==> src/rtl/ddc_agc_pkg.sv <==
// Shared definitions for the DDC automatic gain controller.
// Holds the FSM state encoding, the default settle/hold latencies and the
// helper that derives the largest legal right-shift from the data widths.
package ddc_agc_pkg;

  typedef logic [2:0] agc_state_t;

  localparam agc_state_t S_IDLE   = 3'd0;
  localparam agc_state_t S_CLEAR  = 3'd1;
  localparam agc_state_t S_ACCUM  = 3'd2;
  localparam agc_state_t S_SETTLE = 3'd3;
  localparam agc_state_t S_DECIDE = 3'd4;
  localparam agc_state_t S_HOLD   = 3'd5;

  // Peak-detector register plus the registered max output.
  localparam int PIPE_LAT_DEF = 3;
  // Gain-stage pipeline depth after an adjust change.
  localparam int HOLD_CYC_DEF = 8;

  // Shifting by more than the width difference would discard all output bits.
  function automatic int adj_max_calc(input int in_w, input int out_w);
    return in_w - out_w;
  endfunction

endpackage

==> src/rtl/agc_step_decide.sv <==
// Combinational gain-step decision.
// Compares the window peak against the two thresholds and proposes the next
// shift value, clamped to [0, ADJ_MAX]. The high threshold wins when both
// conditions hold, so a misprogrammed thr_lo >= thr_hi still reduces gain.
// Ports:
//   max, thr_hi, thr_lo : unsigned peak and thresholds
//   adjust              : current shift
//   adj_next            : proposed shift
//   changed             : adj_next differs from adjust
//   at_min / at_max     : flags for adj_next
module agc_step_decide #(
  parameter int INPUT_WIDTH = 34,
  parameter int ADJ_WIDTH   = 16,
  parameter int ADJ_MAX     = 16
) (
  input  logic [INPUT_WIDTH-1:0] max,
  input  logic [INPUT_WIDTH-1:0] thr_hi,
  input  logic [INPUT_WIDTH-1:0] thr_lo,
  input  logic [ADJ_WIDTH-1:0]   adjust,
  output logic [ADJ_WIDTH-1:0]   adj_next,
  output logic                   changed,
  output logic                   at_min,
  output logic                   at_max
);
  localparam logic [ADJ_WIDTH-1:0] ADJ_MAX_V = ADJ_WIDTH'(ADJ_MAX);
  localparam logic [ADJ_WIDTH-1:0] ONE       = ADJ_WIDTH'(1);

  always_comb begin
    adj_next = adjust;
    changed  = 1'b0;
    if (max > thr_hi) begin
      // Saturated requests fall through to "no change" without trying thr_lo.
      if (adjust < ADJ_MAX_V) begin
        adj_next = adjust + ONE;
        changed  = 1'b1;
      end
    end else if (max < thr_lo && adjust != '0) begin
      adj_next = adjust - ONE;
      changed  = 1'b1;
    end
  end

  assign at_min = (adj_next == '0);
  assign at_max = (adj_next == ADJ_MAX_V);

endmodule

==> src/rtl/ddc_agc_ctrl.sv <==
// Closed-loop AGC for the DDC output gain stage.
// Measures the gain-stage peak over windows of window_len valid samples and
// steps the right-shift by one after each window to keep the peak between
// thr_lo and thr_hi. With agc_en low, adjust follows manual_adjust (clamped).
// Ports:
//   clk, rst               : clock, synchronous active-high reset
//   agc_en, manual_adjust  : loop enable, manual shift
//   nd                     : sample-valid strobe shared with the gain stage
//   max, thr_hi, thr_lo    : peak magnitude and thresholds (unsigned)
//   window_len             : samples per window (0 behaves as 1)
//   adjust                 : registered shift to the gain stage
//   peak_rst               : peak-detector clear (IDLE / CLEAR)
//   adj_valid              : pulse aligned with an AGC-driven adjust change
//   at_min, at_max         : adjust at 0 / at ADJ_MAX
module ddc_agc_ctrl
  import ddc_agc_pkg::*;
#(
  parameter int INPUT_WIDTH  = 34,
  parameter int OUTPUT_WIDTH = 18,
  parameter int ADJ_WIDTH    = 16,
  parameter int ADJ_RST      = 16,
  parameter int WIN_WIDTH    = 16,
  parameter int PIPE_LAT     = PIPE_LAT_DEF,
  parameter int HOLD_CYC     = HOLD_CYC_DEF
) (
  input  logic                   clk,
  input  logic                   rst,
  input  logic                   agc_en,
  input  logic [ADJ_WIDTH-1:0]   manual_adjust,
  input  logic                   nd,
  input  logic [INPUT_WIDTH-1:0] max,
  input  logic [INPUT_WIDTH-1:0] thr_hi,
  input  logic [INPUT_WIDTH-1:0] thr_lo,
  input  logic [WIN_WIDTH-1:0]   window_len,
  output logic [ADJ_WIDTH-1:0]   adjust,
  output logic                   peak_rst,
  output logic                   adj_valid,
  output logic                   at_min,
  output logic                   at_max
);
  localparam int ADJ_MAX = adj_max_calc(INPUT_WIDTH, OUTPUT_WIDTH);
  localparam logic [ADJ_WIDTH-1:0] ADJ_MAX_V = ADJ_WIDTH'(ADJ_MAX);
  localparam logic [ADJ_WIDTH-1:0] ADJ_RST_V = ADJ_WIDTH'(ADJ_RST);
  // PIPE_LAT and HOLD_CYC are expected to be at least 1.
  localparam int WAIT_W = 16;
  localparam logic [WAIT_W-1:0] SETTLE_LAST = WAIT_W'(PIPE_LAT - 1);
  localparam logic [WAIT_W-1:0] HOLD_LAST   = WAIT_W'(HOLD_CYC - 1);
  localparam logic [WAIT_W-1:0] WAIT_ONE    = WAIT_W'(1);
  localparam logic [WIN_WIDTH-1:0] WIN_ONE  = WIN_WIDTH'(1);

  agc_state_t           state;
  logic [WIN_WIDTH-1:0] smp_cnt;
  logic [WIN_WIDTH-1:0] win_last;
  logic [WAIT_W-1:0]    wait_cnt;
  logic [ADJ_WIDTH-1:0] man_clamp;
  logic [ADJ_WIDTH-1:0] step_adj;
  logic                 step_chg, step_min, step_max;

  assign win_last  = (window_len == '0) ? '0 : window_len - WIN_ONE;
  assign man_clamp = (manual_adjust > ADJ_MAX_V) ? ADJ_MAX_V : manual_adjust;
  assign peak_rst  = (state == S_IDLE) || (state == S_CLEAR);

  agc_step_decide #(
    .INPUT_WIDTH (INPUT_WIDTH),
    .ADJ_WIDTH   (ADJ_WIDTH),
    .ADJ_MAX     (ADJ_MAX)
  ) u_decide (
    .max      (max),
    .thr_hi   (thr_hi),
    .thr_lo   (thr_lo),
    .adjust   (adjust),
    .adj_next (step_adj),
    .changed  (step_chg),
    .at_min   (step_min),
    .at_max   (step_max)
  );

  always_ff @(posedge clk) begin
    if (rst) begin
      state     <= S_IDLE;
      smp_cnt   <= '0;
      wait_cnt  <= '0;
      adjust    <= ADJ_RST_V;
      adj_valid <= 1'b0;
      at_min    <= (ADJ_RST_V == '0);
      at_max    <= (ADJ_RST_V == ADJ_MAX_V);
    end else begin
      adj_valid <= 1'b0;
      if (state == S_IDLE) begin
        adjust <= man_clamp;
        at_min <= (man_clamp == '0);
        at_max <= (man_clamp == ADJ_MAX_V);
        if (agc_en) state <= S_CLEAR;
      end else if (!agc_en) begin
        // Abandon the window; manual follow resumes from IDLE.
        state <= S_IDLE;
      end else begin
        case (state)
          S_CLEAR: begin
            smp_cnt <= '0;
            state   <= S_ACCUM;
          end
          S_ACCUM: begin
            if (nd) begin
              if (smp_cnt == win_last) begin
                wait_cnt <= '0;
                state    <= S_SETTLE;
              end else begin
                smp_cnt <= smp_cnt + WIN_ONE;
              end
            end
          end
          S_SETTLE: begin
            if (wait_cnt == SETTLE_LAST) state <= S_DECIDE;
            else                         wait_cnt <= wait_cnt + WAIT_ONE;
          end
          S_DECIDE: begin
            adjust    <= step_adj;
            at_min    <= step_min;
            at_max    <= step_max;
            adj_valid <= step_chg;
            wait_cnt  <= '0;
            state     <= step_chg ? S_HOLD : S_CLEAR;
          end
          S_HOLD: begin
            if (wait_cnt == HOLD_LAST) state <= S_CLEAR;
            else                       wait_cnt <= wait_cnt + WAIT_ONE;
          end
          default: state <= S_IDLE;
        endcase
      end
    end
  end

endmodule

==> config.mk <==
export PLATFORM = sky130hd
export DESIGN_NAME = ddc_agc_ctrl
export DESIGN_NICKNAME = d
export VERILOG_FILES = /design/src/rtl/ddc_agc_pkg.sv /design/src/rtl/agc_step_decide.sv /design/src/rtl/ddc_agc_ctrl.sv
export SDC_FILE = /design/constraint.sdc
export NUM_CORES = 1
export LEC_CHECK = 0
export ABC_CLOCK_PERIOD_IN_PS = 3000
export CAP_MARGIN = 10
export CORE_MARGIN = 1
export CORE_UTILIZATION = 35
export CTS_CLUSTER_SIZE = 28
export DETAILED_ROUTE_END_ITERATION = 6
export HOLD_SLACK_MARGIN = 0.06
export SYNTH_ARGS = -nofsm -noshare
export SYNTH_HDL_FRONTEND = slang
export SYNTH_SLANG_ARGS = --single-unit
==> constraint.sdc <==
create_clock -name clk -period 3 [get_ports clk]
set_input_delay 0.3 -clock clk [delete_from_list [all_inputs] [get_ports clk]]
set_output_delay 0.3 -clock clk [all_outputs]
set_load 0.01 [all_outputs]
==> results_dict.tcl, run 1 <==
set metrics [dict create \
    finalCriticalPeriod_ns 2.94 \
    seq_power_share 0.295 \
    synth_xor_area_frac 0.0665 \
    ys_seq_area_frac 0.182 \
    power_leakage_nw 4.44 \
    crit_path_cell_trace "clkdlybuf4s50_1, inv_1, ha_4, nand4_1, buf_4, nor4_4, buf_4, nand4_1, o21ai_2, buf_6, buf_6, mux2i_4, xor2_2, nor2_2, a311oi_2, a211oi_2" \
    comb_power_share 0.468 \
    finalHoldViolCount 0 \
    cpPeakStageDelay_ns 0.46 \
    path_max_fanout 7 \
    insertion_delay_ns 0.29 \
    wirelength_mm 20.0 \
    synth-simple-area-share 0.279 \
    period_share 0.979 \
    nNetsFinal 1292 \
    place_congestion 0.880 \
    peakVddDrop_mv 0.225 \
    grt_max_degree 19 \
    min_delay_worst_endpoint "wait_cnt[15]$_SDFFE_PP0P_" \
    drc 0 \
    fp.dieH_microns 132 \
    synth_mux_area_frac 0.00866 \
    grt_setup_unrepaired "true" \
    path_delay_family "buffers and inverters" \
    min_path_type "flop to flop" \
    syn_avg_cell_area_sq_um 7.40 \
    drv_cap 0 \
    synthAdderAreaFrac 0.154 \
    diodes 0 \
    async_flop_share 0 \
    place_ws_ns -0.514 \
    synth_compound_area_frac 0.225 \
    tritoncts "yes" \
    die_x_microns 132 \
    p_switching_mw 0.846 \
    hp-start "wait_cnt[15]$_SDFFE_PP0P_" \
    slew-limit-headroom 0.602 \
    status "completed" \
    vias 6896 \
    syn_to_final_growth_pct 68.3 \
    final_layout_size_suffix_gt1_frac 0.299 \
    setup_slack_ns 0.0628 \
    setup_violations 0 \
    cts_buffers 5 \
    io_pins 158 \
    critPathCaptureType "flop" \
    cts_root_buf "clkbuf_16" \
    track_usage 0.219 \
    tightestPinTransition_ns 0.592 \
    synth_area_sq_um 5930 \
    cts_sinks 54 \
    first_iter_violations 291 \
    path_clk_slew_ns 0.07 \
    port_buffers 157 \
    first_pass_iters 5 \
    hold_slack_ns 0.524 \
    start_util 0.357 \
    internal_power_mw 1.68 \
    reg2reg_slack_ns 0.17 \
    synth_edf_count 0 \
    maxSlewViolCount 0 \
    pwr-share-clk 0.238 \
    r2r_end "at_max$_SDFFE_PP1P_" \
    synth_top_family_by_area "simple AND/OR/NAND/NOR gates" \
    reg2reg_from "adjust[5]$_SDFFE_PP0P_" \
    cp_data_required_time_ns 3.18 \
    skew_ns 0.00783 \
    crit_arrival_ns 3.11 \
    rows 47 \
    h-tree-depth 2 \
    ys_warn_count 0 \
    worst_setup_path_start_kind "primary input" \
    wire_per_inst_microns 15.4 \
    timing.setup.tns_ns 0 \
    viasPerCell 5.30 \
    dpl_cell_area_sq_um 8610 \
    core_area_sq_um 16600 \
    worst_r2r_path_depth 12 \
    dieArea_sq_um 17500 \
    netlist_instances 801 \
    synth_cell_types 77 \
    finalPower_mw 2.53 \
    antenna_found_initial 0 \
    grt_first_pass_wirelength_mm 31.6 \
    max_clock_freq_mhz 340 \
    design_area_sq_um 9970 \
    crit_buf_inv 6 \
    holdPathStages 2 \
    worst_path_max_delay_cell "clkdlybuf4s50_1" \
    synth-seq-cells 54 \
    ys.flop_type "dfxtp_1" \
    crit_type "primary input to flop" \
    power_density_nw_per_um2 254 \
    ant_nets 0 \
    gr-total-overflow 0 \
    post-dp-hpwl_mm 15.1 \
    syn-num-nets 1012 \
    swShare 0.334 \
    grt_pass1_vias 6581 \
    cts_max_path_buffers 2 \
]
==> worst min-delay path, stage by stage (launching register included) <==
cell	delay (ns)
dfxtp_1	0.34
xor2_1	0.07
nor2_1	0.08
==> stage by stage <==
step,utilization,std cells
floorplan,-,801
global route,0.601,1302
finish,0.601,1302
CTS,0.551,1295
global placement,0.519,1274
detailed placement,0.519,1274
==> power groups by stage <==
| stage | clock network (mW) | logic (mW) | registers, mW |
|---|---|---|---|
| after CTS | 0.618 | 1.04 | 0.744 |
| after global routing | 0.645 | 1.29 | 0.746 |
| after floorplan | 0 | 0.456 | 0.766 |
| after detailed placement | 0 | 0.969 | 0.760 |
| final | 0.602 | 1.18 | 0.745 |
| after global placement | 0 | 0.962 | 0.761 |
==> cells in the final DEF (no fill, tap or decap), drive strengths merged, types with 5 or more instances in the layout <==
cell	n
nor2	87
dlygate4sd2	21
or3	11
o21a	5
nor4	15
nor3	21
buf	150
a21o	11
nand2	41
a22oi	7
a31oi	8
nand2b	7
a311oi	5
inv	91
dlymetal6s2s	35
a221oi	5
dfxtp	54
xor2	30
ha	73
and2	10
and3	11
or4	8
o211ai	7
o21ai	39
nand4	37
clkbuf	10
nand3	26
or2	6
a21oi	62
clkdlybuf4s50	95
a211oi	7
o31ai	6
xnor2	15
==> cells in the mapped netlist (8+ instances only) <==
cell type | instances | area (sq um)
xnor2_1 | 15 | 131
ha_1 | 73 | 913
nor3_1 | 19 | 95.1
and2_1 | 8 | 50.1
o21ai_0 | 35 | 175
inv_1 | 91 | 342
nand4_1 | 37 | 231
or3_1 | 11 | 68.8
and3_1 | 11 | 68.8
xor2_1 | 30 | 263
nand3_1 | 25 | 125
a21o_1 | 11 | 82.6
a31oi_1 | 8 | 50.1
dfxtp_1 | 54 | 1080
nor2_1 | 87 | 327
nand2_1 | 40 | 150
clkbuf_1 | 23 | 86.3
a21oi_1 | 61 | 305
nor4_1 | 11 | 68.8
==> layout make-up <==
type	instances	area (sq um)
flip-flops and latches	54	1080
clock buffers	6	139
inverters	91	342
well taps	220	275
clock inverters	2	12.5
repair buffers	306	2820
fillers	1485	6610
multi-input cells	623	5310
==> routing by layer <==
layer  vias to the layer above  track usage  wire length [microns]
met4                         0       0.0536                    314
li1                       3480            -                      -
met2                       201        0.378                   9680
met1                      3190        0.285                   8860
met3                        25       0.0350                   1160
met5                         -            0                      0
==> worst max path at each step <==
stage | start | to | slack, ns | cells after the start
after floorplan | adjust[5]$_SDFFE_PP0P_ | adjust[4]$_SDFFE_PP1P_ | 0.03 | 11
after global placement | max[25] | at_max$_SDFFE_PP1P_ | -0.48 | 14
after detailed placement | thr_hi[29] | at_max$_SDFFE_PP1P_ | -0.51 | 15
after CTS | thr_hi[33] | at_max$_SDFFE_PP1P_ | -0.009 | 15
after global routing | window_len[11] | wait_cnt[3]$_SDFFE_PP0P_ | -0.08 | 13
final | thr_hi[32] | at_max$_SDFFE_PP1P_ | 0.06 | 16
==> flip-flops by register name, indices dropped and copies added (netlist names) <==
name and flops:
adj_valid 1, adjust 16, at_max 1, at_min 1
smp_cnt 16, state 3, wait_cnt 16
==> what timing repair did <==
action | CTS | global route
resized for setup | 87 | 170
gates cloned | 0 | 1
hold buffers | 0 | 0
pin swaps | 39 | 79
setup endpoints to repair | 38 | 47
buffers inserted | 14 | 8
==> logic make-up after synthesis <==
logic type | after synthesis
simple gates | 302
compound gates | 198
buf+inv | 124
fa+ha+maj | 73
flops | 54
xor+xnor | 45
mux | 5
No activity file was read; power rests on OpenSTA's default activity.
==> inputs of run 2 (changes only) <==
REMOVE_ABC_BUFFERS = 1   (was not set)
==> run 2 against run 1 <==
- cell count down 0.23%
- critical endpoint is now smp_cnt[12]$_SDFFE_PP0P_
- flip-flop and latch count did not move
- non-clock buffer count down 3
- largest cell class unchanged
- global-route usage increased by 0.26 points
- first-iteration DRC count decreased by 16%
- clock skew up 0.0034 ns
- register-to-register slack worse by 0.05 ns
==> results_dict.tcl, run 2 (same netlist as run 1, synthesis figures left out) <==
set metrics [dict create \
    min_path_type "flop to flop" \
    maxSlewViolCount 0 \
    port_buffers 157 \
    grt_first_pass_wirelength_mm 31.9 \
    crit_buf_inv 3 \
    setup_slack_ns 0.00705 \
    startpoint "window_len[4]" \
    start_util 0.357 \
    layout_commonest_cell "buf_4" \
    first_pass_iters 5 \
    nNetsFinal 1289 \
    drv_cap 0 \
    setup_violations 0 \
    wire_per_inst_microns 15.7 \
    antenna_found_initial 0 \
    worst_path_max_delay_cell "or4_4" \
    place_congestion 0.890 \
    finalHoldViolCount 0 \
    grt_pass1_vias 6676 \
    skew_ns 0.0113 \
    post-dp-hpwl_mm 15.2 \
    grt_setup_unrepaired "true" \
    cts_max_path_buffers 2 \
    final_layout_size_suffix_gt1_frac 0.295 \
    finalCriticalPeriod_ns 2.99 \
    cp_data_required_time_ns 3.19 \
    drc 0 \
    final_cell_mix "buf_4 (129), nor2_1 (86), clkdlybuf4s50_1 (79)" \
    cpPeakStageDelay_ns 0.58 \
    crit_path_cell_trace "buf_6, buf_6, nor4_4, buf_4, nand4_1, or4_4, and3_4, o211ai_1, nor3b_2, a21oi_2, and4_4, a311oi_1, a41o_1" \
    critPathCaptureType "flop" \
    crit_arrival_ns 3.18 \
    gr-total-overflow 0 \
    crit_end "smp_cnt[12]$_SDFFE_PP0P_" \
    syn_to_final_growth_pct 67.9 \
    path_max_fanout 7 \
    reg2reg_from "adjust[11]$_SDFFE_PP0P_" \
    period_share 0.998 \
    path_delay_family "simple AND/OR/NAND/NOR gates" \
    reg2reg_slack_ns 0.12 \
    tritoncts "yes" \
    reg.largest.list "adjust: 16 flops, smp_cnt: 16 flops, wait_cnt: 16 flops" \
    vias 6852 \
    finalPower_mw 2.58 \
    hold_slack_ns 0.525 \
    power_density_nw_per_um2 259 \
    cts_root_buf "clkbuf_16" \
    grt_max_degree 17 \
    status "completed" \
    ant_nets 0 \
    final_util 0.600 \
    diodes 0 \
    nFillCells 1487 \
    io_pins 158 \
    ctsHoldBuffers 0 \
    viasPerCell 5.27 \
    track_usage 0.222 \
    slew-limit-headroom 0.532 \
    core_area_sq_um 16600 \
    worst_r2r_path_depth 12 \
    tightestPinTransition_ns 0.695 \
    rows 47 \
    crit_type "primary input to flop" \
    timing.setup.tns_ns 0 \
    power_leakage_nw 4.50 \
    cts_buffers 5 \
    cts_sinks 54 \
    die_x_microns 132 \
    insertion_delay_ns 0.30 \
    first_iter_violations 245 \
    h-tree-depth 2 \
    place_ws_ns -0.715 \
    dieArea_sq_um 17500 \
    crit_cells 13 \
    fp.dieH_microns 132 \
    r2r_end "adjust[15]$_SDFFE_PP0P_" \
    max_clock_freq_mhz 334 \
    wirelength_mm 20.3 \
    path_clk_slew_ns 0.07 \
    worst_setup_path_start_kind "primary input" \
    peakVddDrop_mv 0.394 \
    cpMostUsedCell "buf_6" \
]
==> run 2: cell types whose count changed in the layout (fill, tap and decap cells not counted), moves of 3 or more <==
cell,change
clkdlybuf4s50_1,-16
dlygate4sd2_1,+9
buf_4,-8
dlymetal6s2s_1,+7
buf_6,+5
inv_1,-3
inv_2,+3
nand3_1,-3
==> run 2: worst register-to-register path: stages, from the launching register on <==
cell and delay [ns]:
dfxtp_1 0.31, or3_1 0.43, or4_1 0.52, nor3_4 0.25
a2111oi_4 0.12, o21a_4 0.17, buf_6 0.14, and4b_2 0.27
buf_4 0.15, buf_4 0.13, o21ai_0 0.15, a22oi_1 0.11
nor2_1 0.08
==> run 2: per-layer routing <==
layer	routed length [microns]	global-route usage
met1	8760	0.275
met2	10200	0.403
met3	1170	0.0354
met4	223	0.0459
met5	0	0
==> run 2: cell type report <==
class                      count  area, sq um  area share
multi-input combinational    623         5290       0.531
timing repair buffer         303         2800       0.281
sequential                    54         1080       0.109
inverter                      91          342      0.0343
tap                          220          275      0.0277
clock buffer                   6          129      0.0130
clock inverter                 2         37.5     0.00377
==> run 2: report_power, final <==
group          leakage [nW]  total (mW)  switching, mW  internal, mW
sequential            0.436       0.744         0.0139         0.730
combinational          3.99        1.17          0.560         0.611
clock                0.0771       0.665          0.270         0.395
total                  4.50        2.58          0.844          1.74
==> run 2: worst min path at each step <==
stage               depth (start not counted)  slack, ns                        end                      start
finish                                      2       0.53  wait_cnt[15]$_SDFFE_PP0P_  wait_cnt[15]$_SDFFE_PP0P_
global route                                2       0.54  wait_cnt[15]$_SDFFE_PP0P_  wait_cnt[15]$_SDFFE_PP0P_
CTS                                         2       0.55  wait_cnt[15]$_SDFFE_PP0P_  wait_cnt[15]$_SDFFE_PP0P_
detailed placement                          2       0.51  wait_cnt[15]$_SDFFE_PP0P_  wait_cnt[15]$_SDFFE_PP0P_
global placement                            2       0.50  wait_cnt[15]$_SDFFE_PP0P_  wait_cnt[15]$_SDFFE_PP0P_
floorplan                                   1       0.37    adjust[10]$_SDFFE_PP0P_                        rst
==> run 2: repair_timing <==
action	in CTS	in global routing
setup endpoints to repair	41	46
hold endpoints to repair	0	0
resized for setup	111	163
setup buffers	14	9
gates cloned	1	1
pin swaps	55	58
==> run 2: through the flow <==
stage               cells  area, sq um
finish               1299         9950
global route         1299         9950
CTS                  1289         9210
detailed placement   1266         8530
global placement     1266         8530
floorplan             768         5770
==> inputs of run 3 (changes only) <==
CORE_MARGIN = 2   (was 1)
==> run 3 against run 2 <==
- critical path depth is 1 lower
- die area up 3.1%
- design area rose by 2.2%
- fmax increased by 1.6%
- via count decreased by 0.38%
- global-route usage fell by 0.40 points
- combinational power rose by 4%
- largest power group unchanged
==> results_dict.tcl, run 3 (same netlist as run 1, synthesis figures left out) <==
set metrics [dict create \
    status "completed" \
    r2r_end "at_max$_SDFFE_PP1P_" \
    power_leakage_nw 4.54 \
    wire_per_inst_microns 15.9 \
    dr_wl_met3_mm 1.28 \
    min_path_type "flop to flop" \
    design_area_sq_um 10200 \
    wl_met1_mm 9.15 \
    multi_input_area_sq_um 5420 \
    cp_data_required_time_ns 3.19 \
    fp.dieH_microns 134 \
    dieArea_sq_um 18000 \
    drc 0 \
    antenna_found_initial 0 \
    period_share 0.981 \
    io_pins 158 \
    seq_power_share 0.283 \
    min_delay_worst_endpoint "wait_cnt[15]$_SDFFE_PP0P_" \
    highest-signal-layer "met4" \
    layout_commonest_cell "buf_4" \
    seq_area_sq_um 1080 \
    final_cell_mix "buf_4 (136), nor2_1 (84), clkdlybuf4s50_1 (76)" \
    nNetsFinal 1300 \
    reg2reg_from "adjust[11]$_SDFFE_PP0P_" \
    gr-total-overflow 0 \
    pwr-share-clk 0.255 \
    peakVddDrop_mv 0.319 \
    cts_sinks 54 \
    comb_power_share 0.462 \
    diodes 0 \
    finalCriticalPeriod_ns 2.94 \
    wirelength_mm 20.8 \
    path_max_fanout 6 \
    place_congestion 0.872 \
    viasPerCell 5.21 \
    holdPathStages 2 \
    cts_root_buf "clkbuf_16" \
    cts_buffers 5 \
    dpl_cell_area_sq_um 8590 \
    worst_r2r_path_depth 11 \
    post-dp-hpwl_mm 15.5 \
    final_layout_size_suffix_gt1_frac 0.309 \
    path_clk_slew_ns 0.07 \
    setup_slack_ns 0.0556 \
    swShare 0.324 \
    finalPower_mw 2.63 \
    reg.largest.list "adjust: 16 flops, smp_cnt: 16 flops, wait_cnt: 16 flops" \
    rows 47 \
    hp-start "wait_cnt[15]$_SDFFE_PP0P_" \
    setup_violations 0 \
    syn_to_final_growth_pct 71.5 \
    track_usage 0.218 \
    vias 6826 \
    finalHoldViolCount 0 \
    grt_pass1_vias 6674 \
    start_util 0.357 \
    slew-limit-headroom 0.532 \
    first_iter_violations 292 \
    timing.setup.tns_ns 0 \
    crit_type "primary input to flop" \
    skew_ns 0.0124 \
    first_pass_iters 4 \
    port_buffers 157 \
    max_clock_freq_mhz 340 \
    internal_power_mw 1.78 \
    reg2reg_slack_ns 0.11 \
    grt_setup_unrepaired "true" \
    ant_nets 0 \
    tightestPinTransition_ns 0.695 \
    core_area_sq_um 16600 \
    tritoncts "yes" \
    critPathCaptureType "flop" \
    p_switching_mw 0.852 \
    maxSlewViolCount 0 \
    crit_arrival_ns 3.13 \
    cts_max_path_buffers 2 \
    insertion_delay_ns 0.29 \
    die_x_microns 134 \
    route.met2.wl_mm 10.0 \
    grt_first_pass_wirelength_mm 32.4 \
    grt_max_degree 19 \
    nFillCells 1466 \
    worst_setup_path_start_kind "primary input" \
    power_density_nw_per_um2 259 \
    h-tree-depth 2 \
    place_ws_ns -0.709 \
    drv_cap 0 \
]
run 3: worst max-delay path by stage:
stage | slack, ns | cells past startpoint | end | from
after floorplan | -0.31 | 10 | smp_cnt[10]$_SDFFE_PP0P_ | window_len[3]
after global placement | -0.66 | 11 | wait_cnt[6]$_SDFFE_PP0P_ | window_len[3]
after detailed placement | -0.71 | 11 | wait_cnt[4]$_SDFFE_PP0P_ | window_len[3]
after CTS | 0.0002 | 12 | at_max$_SDFFE_PP1P_ | max[32]
after global routing | -0.09 | 15 | wait_cnt[12]$_SDFFE_PP0P_ | window_len[3]
final | 0.06 | 12 | adjust[4]$_SDFFE_PP1P_ | max[20]
run 3: cell type report:
type	count	share of cell area
sequential	54	0.106
tap	220	0.0271
multi-input combinational	623	0.533
inverter	91	0.0336
clock inverter	1	0.00295
timing repair buffer	314	0.283
clock buffer	6	0.0137
run 3: metrics by stage:
step | util | hold slack (ns) | cells
2_1_floorplan | - | 0.369 | 768
3_3_place_gp | 0.518 | 0.512 | 1274
3_5_place_dp | 0.518 | 0.512 | 1274
4_1_cts | 0.564 | 0.528 | 1299
5_1_grt | 0.613 | 0.567 | 1309
6_report | 0.613 | 0.522 | 1309
run 3: critical path: stages:
cell and delay, ns:
clkdlybuf4s50_1 0.44, ha_1 0.31, nand4_1 0.16, nor4_4 0.33, a32oi_2 0.17, o211ai_1 0.17, o21ai_2 0.14, buf_6 0.17
and2_4 0.18, a211oi_2 0.34, o21ai_4 0.09, a221o_1 0.33
run 3: power by group through the flow:
stage | combinational [mW] | clock (mW) | sequential, mW
after floorplan | 0.425 | 0 | 0.770
after global placement | 0.955 | 0 | 0.760
after detailed placement | 0.959 | 0 | 0.760
after CTS | 1.07 | 0.683 | 0.743
after global routing | 1.32 | 0.719 | 0.746
final | 1.22 | 0.672 | 0.744
run 3: what timing repair did:
item,in CTS,in global routing
pin swaps,59,66
setup endpoints to repair,45,41
cloned,2,1
hold buffers,0,0
gates resized for setup,146,153
setup buffers,16,12
run 3: per-layer routing:
layer,vias up,global-route usage
met2,189,0.388
li1,3493,-
met1,3120,0.283
met4,0,0.0409
met3,24,0.0302
met5,-,0
